<file path="config.mk">
export PLATFORM = sky130hd
export DESIGN_NAME = truth_table_sweeper
export DESIGN_NICKNAME = d
export VERILOG_FILES = /design/src/rtl/truth_table_sweeper.sv
export SDC_FILE = /design/constraint.sdc
export NUM_CORES = 1
export LEC_CHECK = 0
export CAP_MARGIN = 30
export CORE_MARGIN = 2
export CORE_UTILIZATION = 54
export CTS_BUF_LIST = sky130_fd_sc_hd__clkbuf_16
export CTS_CLUSTER_SIZE = 24
export DETAILED_ROUTE_END_ITERATION = 10
export DONT_BUFFER_PORTS = 1
export PLACE_DENSITY = 0.74
export RECOVER_POWER = 100
export SLEW_MARGIN = 20
export SYNTH_ARGS = -nofsm -noshare
export SYNTH_HDL_FRONTEND = slang
export SYNTH_SLANG_ARGS = --single-unit
</file>
<file path="constraint.sdc">
create_clock -name clk -period 1.65 [get_ports clk]
set_clock_uncertainty 0.2 [all_clocks]
set_input_delay 0.165 -clock clk [delete_from_list [all_inputs] [get_ports clk]]
set_output_delay 0.165 -clock clk [all_outputs]
set_load 0.005 [all_outputs]
</file>
<file path="src/rtl/truth_table_sweeper.sv">
// truth_table_sweeper: steps a 3-input gate through all 8 input combinations,
// holds each for SETTLE_CYCLES, samples the gate output at the end of each
// window and assembles an 8-bit rule signature (input 000 -> bit 7).
module truth_table_sweeper #(
    parameter int          SETTLE_CYCLES = 4,
    parameter logic [7:0]  EXPECTED_RULE = 8'h16
) (
    input  logic       clk,
    input  logic       reset,
    input  logic       start,
    input  logic       out_sample,
    output logic       in1,
    output logic       in2,
    output logic       in3,
    output logic       busy,
    output logic       done,
    output logic [7:0] rule,
    output logic       match
);

    localparam int              CNT_W    = (SETTLE_CYCLES > 1) ? $clog2(SETTLE_CYCLES) : 1;
    localparam logic [CNT_W-1:0] CNT_LAST = CNT_W'(SETTLE_CYCLES - 1);

    localparam logic [1:0] ST_IDLE   = 2'd0;
    localparam logic [1:0] ST_DRIVE  = 2'd1;
    localparam logic [1:0] ST_FINISH = 2'd2;

    logic [1:0]       state_q, state_d;
    logic [2:0]       idx_q,   idx_d;
    logic [CNT_W-1:0] cnt_q,   cnt_d;
    logic [7:0]       rule_q,  rule_d;
    logic             match_q, match_d;
    logic             busy_q,  busy_d;
    logic             done_q,  done_d;

    // Next-state logic: sweep sequencing, window counting and signature capture.
    always_comb begin
        state_d = state_q;
        idx_d   = idx_q;
        cnt_d   = cnt_q;
        rule_d  = rule_q;
        match_d = match_q;
        busy_d  = busy_q;
        done_d  = 1'b0;
        case (state_q)
            ST_IDLE: begin
                if (start) begin
                    state_d = ST_DRIVE;
                    busy_d  = 1'b1;
                    idx_d   = 3'd0;
                    cnt_d   = '0;
                    rule_d  = 8'h00;
                    match_d = 1'b0;
                end
            end
            ST_DRIVE: begin
                if (cnt_q == CNT_LAST) begin
                    // End of the settle window: this is the only cycle out_sample matters.
                    rule_d[3'd7 - idx_q] = out_sample;
                    cnt_d = '0;
                    if (idx_q == 3'd7) begin
                        state_d = ST_FINISH;
                        busy_d  = 1'b0;
                        done_d  = 1'b1;
                        idx_d   = 3'd0;  // inputs park at 000 during FINISH/IDLE
                        match_d = (rule_d == EXPECTED_RULE);
                    end else begin
                        idx_d = idx_q + 3'd1;
                    end
                end else begin
                    cnt_d = cnt_q + 1'b1;
                end
            end
            ST_FINISH: begin
                state_d = ST_IDLE;
            end
            default: begin
                state_d = ST_IDLE;
            end
        endcase
    end

    // State registers with synchronous reset; reset abandons any sweep in flight.
    always_ff @(posedge clk) begin
        if (reset) begin
            state_q <= ST_IDLE;
            idx_q   <= 3'd0;
            cnt_q   <= '0;
            rule_q  <= 8'h00;
            match_q <= 1'b0;
            busy_q  <= 1'b0;
            done_q  <= 1'b0;
        end else begin
            state_q <= state_d;
            idx_q   <= idx_d;
            cnt_q   <= cnt_d;
            rule_q  <= rule_d;
            match_q <= match_d;
            busy_q  <= busy_d;
            done_q  <= done_d;
        end
    end

    // The index register doubles as the registered gate-input drive.
    assign {in1, in2, in3} = idx_q;
    assign busy  = busy_q;
    assign done  = done_q;
    assign rule  = rule_q;
    assign match = match_q;

endmodule

</file>
==> results.json, run 1 <==
{
  "detailroute.via_count": 946,
  "synth_area_per_cell_sq_um": 8.33,
  "async_reset_ff_frac": 0,
  "synthSimpleGateAreaFrac": 0.285,
  "grt_setup_unrepaired": "yes",
  "slew_viol_final": 0,
  "finalCriticalPeriod_ns": 1.67,
  "outcome": "complete, but fails checks",
  "grt_max_degree": 20,
  "portBuffers": 0,
  "cp-end-kind": "register",
  "mostFrequentLayoutCell": "a21oi_1",
  "rrSetupSlack_ns": -0.02,
  "route.detailed.drc": 0,
  "worst_pin_slew_ns": 0.712,
  "synth_xor_area_frac": 0,
  "synth.area.mux_share": 0.0303,
  "dieArea_sq_mm": 0.00219,
  "synthFlopType": "dfxtp_1",
  "postSynthCellCount": 119,
  "final_cells": 162,
  "dpl-instance-area_sq_mm": 0.00111,
  "antenna_found_initial": 0,
  "numCtsBuffers": 3,
  "crit_path_start": "idx_q[2]",
  "wire_per_inst_um": 16.7,
  "grt-ovfl-total": 0,
  "leakage_nw": 0.494,
  "synth_top_family_by_area": "simple AND/OR/NAND/NOR gates",
  "timing_hold_violations_final": 1,
  "synth_edf_count": 0,
  "grt_usage": 0.268,
  "max_freq_mhz": 600,
  "wirelength_mm": 2.71,
  "ys.warnings.count": 0,
  "setup_slack_ns": -0.0165,
  "grt_pass1_vias": 871,
  "insertion_delay_ns": 0.25,
  "hpwl_mm": 1.67,
  "coreArea_sq_mm": 0.00173,
  "timing.rr.end": "match",
  "final_area_sq_mm": 0.00131,
  "crit_fanout": 9,
  "start_util": 0.574,
  "path_class": "reg2reg",
  "globalplace.congestion": 0.807,
  "h-tree-depth": 1,
  "critPathLaunchType": "register",
  "drtIter0Drc": 15,
  "holdCritPathClass": "in2reg",
  "worstReg2RegStart": "idx_q[2]",
  "ys_seq_elements": 18,
  "crit_path_end": "match",
  "p_per_area_mw_per_mm2": 791,
  "pin_count": 18,
  "layout-drive-gt1-share": 0.270,
  "max-slew-margin-rel": 0.524,
  "die_h_um": 46.8,
  "holdWs_ns": -0.00950,
  "max_cap_viol_count": 0,
  "worstPathRequired_ns": 1.62,
  "diodes": 0,
  "fin_crit_sh": 1.01,
  "std_cell_rows": 15,
  "area_delta_synth_final_pct": 31.9,
  "clk_pin_slew_ns": 0.05,
  "final_cell_mix": "a21oi_1, dfxtp_1, buf_4",
  "synth_compound_area_frac": 0.220,
  "worstPathArrival_ns": 1.63,
  "ys_types": 36,
  "die_w_um": 46.8,
  "drt-pass1-iter-count": 4,
  "finalPower_mw": 1.03,
  "cts.path.max_buffers": 2,
  "setup_violations": 1,
  "via_per_inst": 5.84,
  "clockRootBuffer": "clkbuf_16",
  "syn_nets": 126,
  "ys_seq_area_frac": 0.364,
  "rr_worst_depth": 5,
  "grt_pass1_wl_mm": 4.06,
  "nets": 145,
  "postRouteAntennaNets": 0,
  "clock_sink_count": 18,
  "peakVddDrop_mv": 0.633,
  "synth_fa_ha_area_frac": 0.0379,
  "cts_tree": "yes",
  "violations": "negative hold slack, negative setup slack",
  "syn-cell-area_sq_um": 991,
  "place_inst": 152
}
## layout make-up
class	count	area (sq um)
Clock buffer	3	75.1
Fill cell	128	419
Tap cell	25	31.3
Multi-Input combinational cell	89	617
Sequential cell	18	370
Timing Repair Buffer	22	195
Inverter	4	15.0
Clock inverter	1	3.75
## routing by layer
layer	GRT usage	share of wire
met4	0.0833	0.0063
met5	0	0
met3	0.0538	0.041
met1	0.351	0.42
met2	0.444	0.53
## cells by family (layout without fill, tap and decap cells)
logic type,after synthesis,after routing
simple gates,48,48
compound gates,35,35
flops,18,18
buf+inv,12,30
fa+ha+maj,3,3
mux,3,3
## per-stage QoR
stage	setup TNS, ns	utilization	setup WS [ns]
3_5_place_dp	-0.0281	0.642	-0.0260
3_3_place_gp	0	0.642	0.0299
4_1_cts	0	0.726	0.00489
5_1_grt	-0.280	0.757	-0.113
2_1_floorplan	0	-	0.0298
6_report	-0.0165	0.757	-0.0165
## sequential cells by signal, summed over array words and instances, names as in the netlist
name / count
busy: 1
done: 1
rule: 8
idx_q: 3
state_q: 2
cnt_q: 2
match: 1
## how the worst min path moves through the flow
stage | start | end | cells after the start | slack [ns]
after global placement | reset | idx_q[1] | 1 | 0.03
after detailed placement | reset | idx_q[1] | 1 | 0.04
after global routing | out_sample | match | 3 | 0.03
after floorplan | out_sample | match | 3 | 0.23
final | out_sample | match | 3 | -0.01
after CTS | out_sample | match | 3 | 0.02
## critical path: stages (launching register included)
cell,delay (ns)
dfxtp_2,0.42
buf_6,0.16
and3_1,0.21
nand3_1,0.09
a32o_2,0.26
o31ai_2,0.23
## power breakdown
part	switching [mW]	leakage, nW	internal (mW)	total (mW)
logic	0.0465	0.307	0.0424	0.0890
clock network	0.173	0.0385	0.323	0.496
registers	0.00715	0.149	0.443	0.450
total	0.227	0.494	0.808	1.03
## cell usage after synthesis (all sizes together), types with 2 or more instances
library cell,number,area (sq um)
a21o,2,15.0
a21oi,15,75.1
a2bb2oi,2,17.5
and3b,2,17.5
buf,5,36.3
clkbuf,3,11.3
dfxtp,18,360
ha,3,37.5
inv,4,15.0
mux2i,3,30.0
nand2,5,18.8
nand2b,3,18.8
nand3,6,30.0
nand3b,4,30.0
nand4,3,18.8
nor2,11,41.3
nor2b,2,12.5
nor3,3,20.0
nor3b,5,42.5
o211ai,3,22.5
o21ai,7,35.0
## what timing repair did
| item | 4_1_cts | 5_1_grt |
|---|---|---|
| gates cloned | 0 | 1 |
| endpoints found under the setup margin | 4 | 13 |
| setup buffers | 3 | 0 |
| hold buffers | 2 | 0 |
| resized for setup | 8 | 13 |
| hold endpoints to repair | 18 | 0 |
| pin swaps | 6 | 2 |
(Power assumes the default switching activity.)
==> inputs of run 2 (changes only) <==
CTS_BUF_LIST = default   (was sky130_fd_sc_hd__clkbuf_16)
SLEW_MARGIN = default   (was 20)
TNS_END_PERCENT = 30   (was default)
==> results.json, run 2 (synthesized netlist as in run 1, its figures left out) <==
{
  "hp-start": "start",
  "cpMaxStageDelayCell": "dfxtp_2",
  "coreArea_sq_mm": 0.00173,
  "route.detailed.drc": 0,
  "cpPeakStageDelay_ns": 0.35,
  "setup_violations": 0,
  "worstReg2RegStart": "idx_q[0]",
  "diodes": 0,
  "final_cell_mix": "a21oi_1, dfxtp_1, buf_4",
  "final_cells": 160,
  "clockRootBuffer": "clkbuf_4",
  "insertion_delay_ns": 0.29,
  "crit_fanout": 6,
  "largest_reg_flops": 8,
  "cpMostUsedCell": "buf_6",
  "mostFrequentLayoutCell": "a21oi_1",
  "worstPathArrival_ns": 1.65,
  "via_per_inst": 5.76,
  "ff_latch_area_sq_um": 369,
  "fin_crit_sh": 0.983,
  "clock_sink_count": 18,
  "leakage_nw": 0.465,
  "timing.rr.end": "match",
  "detailroute.via_count": 922,
  "multi_input_area_sq_um": 597,
  "cp-end-kind": "register",
  "wirelength_mm": 2.33,
  "drt-pass1-iter-count": 4,
  "min_to": "state_q[0]",
  "finalPower_mw": 0.813,
  "clk_pin_slew_ns": 0.12,
  "holdWs_ns": 0.0189,
  "numCtsBuffers": 3,
  "dieArea_sq_mm": 0.00219,
  "area_delta_synth_final_pct": 23.2,
  "h-tree-depth": 1,
  "grt_pass1_vias": 825,
  "grt_usage": 0.224,
  "hpwl_mm": 1.67,
  "timing_hold_violations_final": 0,
  "layout-drive-gt1-share": 0.252,
  "max_cap_viol_count": 0,
  "place_inst": 152,
  "die_h_um": 46.8,
  "std_cell_rows": 15,
  "crit_path_start": "idx_q[0]",
  "p_per_area_mw_per_mm2": 666,
  "finalCriticalPeriod_ns": 1.62,
  "postRouteAntennaNets": 0,
  "tns_ns": 0,
  "outcome": "finished clean",
  "pin_count": 18,
  "max-slew-margin-rel": 0.527,
  "cts.path.max_buffers": 2,
  "rr_worst_depth": 6,
  "grt_setup_unrepaired": "yes",
  "grt_pass1_wl_mm": 3.54,
  "peakVddDrop_mv": 0.682,
  "worst_pin_slew_ns": 0.708,
  "antenna_found_initial": 0,
  "wire_per_inst_um": 14.5,
  "die_w_um": 46.8,
  "max_freq_mhz": 616,
  "start_util": 0.574,
  "path_class": "reg2reg",
  "holdCritPathClass": "in2reg",
  "critPathLaunchType": "register",
  "rrSetupSlack_ns": 0.03,
  "grt_max_degree": 20,
  "drtIter0Drc": 15,
  "cts_tree": "yes",
  "slew_viol_final": 0,
  "worstHoldPathCells": 2,
  "worstPathRequired_ns": 1.67,
  "nets": 143,
  "crit_chain": "buf_6 -> buf_6 -> and2b_1 -> o211ai_1 -> a32o_2 -> o31ai_2",
  "grt-ovfl-total": 0,
  "fillCellCount": 156,
  "globalplace.congestion": 0.807,
  "portBuffers": 0
}
-- run 2: metrics by stage --
stage | utilization | cell area [sq um] | worst slack (ns)
final | 0.707 | 1220 | 0.0273
after global routing | 0.707 | 1220 | -0.0733
after CTS | 0.681 | 1180 | -0.0123
after detailed placement | 0.642 | 1110 | -0.0260
after global placement | 0.642 | 1110 | 0.0299
after floorplan | - | 992 | 0.0298
-- run 2: report_power, final --
part           switching [mW]  total [mW]  internal, mW
clock network           0.148       0.283         0.134
registers             0.00699       0.448         0.441
logic                  0.0441      0.0829        0.0388
total                   0.199       0.813         0.614
-- run 2: worst max path at each step --
stage	slack, ns	endpoint	cells past startpoint
finish	0.03	match	6
global route	-0.07	match	6
CTS	-0.01	match	6
detailed placement	-0.03	match	6
global placement	0.03	match	5
floorplan	0.03	match	6
-- run 2: worst max-delay path: cells and delay by family (launching register included) --
kind / cells / cell delay [ns]
and+or+nand+nor: 1 / 0.18
AOI/OAI and AO/OA: 3 / 0.60
DFF: 1 / 0.35
buffers and inverters: 2 / 0.24
-- run 2: timing repair --
item | in CTS | in global routing
gates cloned | 0 | 1
hold buffers | 2 | 0
buffers inserted | 0 | 1
endpoints found under the setup margin | 3 | 11
resized for setup | 4 | 12
pin swaps | 1 | 8
hold endpoints to repair | 18 | 0
-- run 2: final cells by class --
class / count / area share
multi-input combinational: 89 / 0.489
sequential: 18 / 0.302
timing repair buffer: 20 / 0.141
clock buffer: 4 / 0.0297
tap: 25 / 0.0256
inverter: 4 / 0.0123
-- run 2: per-layer routing --
metal	part of all wire	global-route usage	routed length, um
met1	0.47	0.300	1090
met2	0.49	0.370	1150
met3	0.031	0.0308	73
met4	0.0065	0.0778	15
met5	0	0	0
==> inputs of run 3 (changes only) <==
CAP_MARGIN = 20   (was 30)
CORE_UTILIZATION = 58   (was 54)
CTS_BUF_LIST = sky130_fd_sc_hd__clkbuf_4 sky130_fd_sc_hd__clkbuf_8   (was default)
PLACE_DENSITY = 0.78   (was 0.74)
==> results.json, run 3 (synthesized netlist as in run 1, its figures left out) <==
{
  "outcome": "complete, but fails checks",
  "violations": "negative hold slack, negative setup slack",
  "worst_pin_slew_ns": 0.698,
  "area_delta_synth_final_pct": 14.9,
  "grt_pass1_vias": 904,
  "wirelength_mm": 2.39,
  "crit_fanout": 6,
  "coreArea_sq_mm": 0.00156,
  "dieArea_sq_mm": 0.00206,
  "cts.path.max_buffers": 2,
  "diodes": 0,
  "maxUsedRoutingLayer": "met4",
  "via_per_inst": 6.52,
  "rrSetupSlack_ns": -0.02,
  "wl_met1_mm": 1.01,
  "multi_input_area_sq_um": 599,
  "slew_viol_final": 0,
  "clk_pin_slew_ns": 0.10,
  "leakage_nw": 0.434,
  "grt_usage": 0.262,
  "portBuffers": 0,
  "final_cell_mix": "dfxtp_1, a21oi_1, buf_4",
  "grt_setup_unrepaired": "yes",
  "max-slew-margin-rel": 0.533,
  "dr_wl_met2_mm": 1.10,
  "critPathLaunchType": "register",
  "grt-ovfl-total": 0,
  "drtIter0Drc": 36,
  "holdWs_ns": -0.0468,
  "globalplace.congestion": 0.856,
  "p_per_area_mw_per_mm2": 647,
  "setup_slack_ns": -0.0235,
  "cp-end-kind": "register",
  "grt_max_degree": 20,
  "insertion_delay_ns": 0.30,
  "layout-drive-gt1-share": 0.217,
  "grt_pass1_wl_mm": 3.88,
  "place_ws_ns": 0.0205,
  "start_util": 0.636,
  "std_cell_rows": 14,
  "fillCellCount": 113,
  "cts_tree": "yes",
  "timing_hold_violations_final": 1,
  "route.detailed.drc": 0,
  "numCtsBuffers": 3,
  "hpwl_mm": 1.60,
  "max_freq_mhz": 598,
  "finalCriticalPeriod_ns": 1.67,
  "clock_sink_count": 18,
  "nets": 138,
  "detailroute.via_count": 945,
  "h-tree-depth": 1,
  "ff_latch_area_sq_um": 367,
  "peakVddDrop_mv": 0.481,
  "pin_count": 18,
  "fin_crit_sh": 1.01,
  "setup_violations": 1,
  "die_w_um": 45.3,
  "clockRootBuffer": "clkbuf_4",
  "drt-pass1-iter-count": 4,
  "worstPathRequired_ns": 1.67,
  "antenna_found_initial": 0,
  "mostFrequentLayoutCell": "dfxtp_1",
  "holdCritPathClass": "in2reg",
  "worstPathArrival_ns": 1.70,
  "wire_per_inst_um": 16.5,
  "wl_met3_um": 239,
  "max_cap_viol_count": 0,
  "die_h_um": 45.3,
  "postRouteAntennaNets": 0,
  "path_class": "reg2reg",
  "post_cts_buffers": 0,
  "largest_reg_flops": 8
}
run 3: cell count changes in the layout (fill, tap and decap cells not counted), sizes merged:
| cell | before | now |
|---|---|---|
| dlygate4sd3 | 2 | 1 |
| buf | 17 | 13 |
| clkbuf | 5 | 4 |
run 3: where the power goes:
group,switching [mW],internal (mW),total [mW]
Combinational,0.0446,0.0318,0.0764
Clock,0.130,0.0851,0.215
Sequential,0.00466,0.440,0.445
Total,0.180,0.557,0.737
run 3: cell type report:
type / count / area share
multi-input combinational: 89 / 0.526
sequential: 18 / 0.322
timing repair buffer: 15 / 0.101
clock buffer: 3 / 0.0198
tap: 16 / 0.0176
inverter: 4 / 0.0132
run 3: per-stage QoR:
step | utilization | power (mW) | cell area (sq um) | std cells | TNS, ns
after floorplan | - | 0.507 | 992 | 119 | 0
after global placement | 0.686 | 0.515 | 1070 | 141 | 0
after detailed placement | 0.686 | 0.517 | 1070 | 141 | 0
after CTS | 0.703 | 0.729 | 1100 | 144 | 0
after global routing | 0.730 | 0.769 | 1140 | 145 | -0.0635
final | 0.730 | 0.737 | 1140 | 145 | -0.0235
run 3: path summary, 6_finish.rpt:
path,endpoint,cells after the start,start
worst max-delay path,match,5,idx_q[0]
worst min-delay path,match,3,out_sample
worst max register to register,match,5,idx_q[0]
worst min register to register,idx_q[1],2,idx_q[1]
run 3: routing by layer:
metal	GRT usage	up-vias
met5	0	-
met4	0.100	0
met3	0.104	6
met2	0.411	49
met1	0.320	436
li1	-	454
run 3: what timing repair did:
item | in CTS | in global routing
pin swaps | 0 | 1
endpoints found under the setup margin | 1 | 6
gates resized for setup | 1 | 11
endpoints found under the hold margin | 18 | 18
run 3: critical path, cell delays in order, from the launching register on:
cell and delay, ns:
dfxtp_2 0.33, buf_4 0.15, or3b_1 0.40, a21oi_2 0.16, o211ai_1 0.12, o31ai_2 0.24
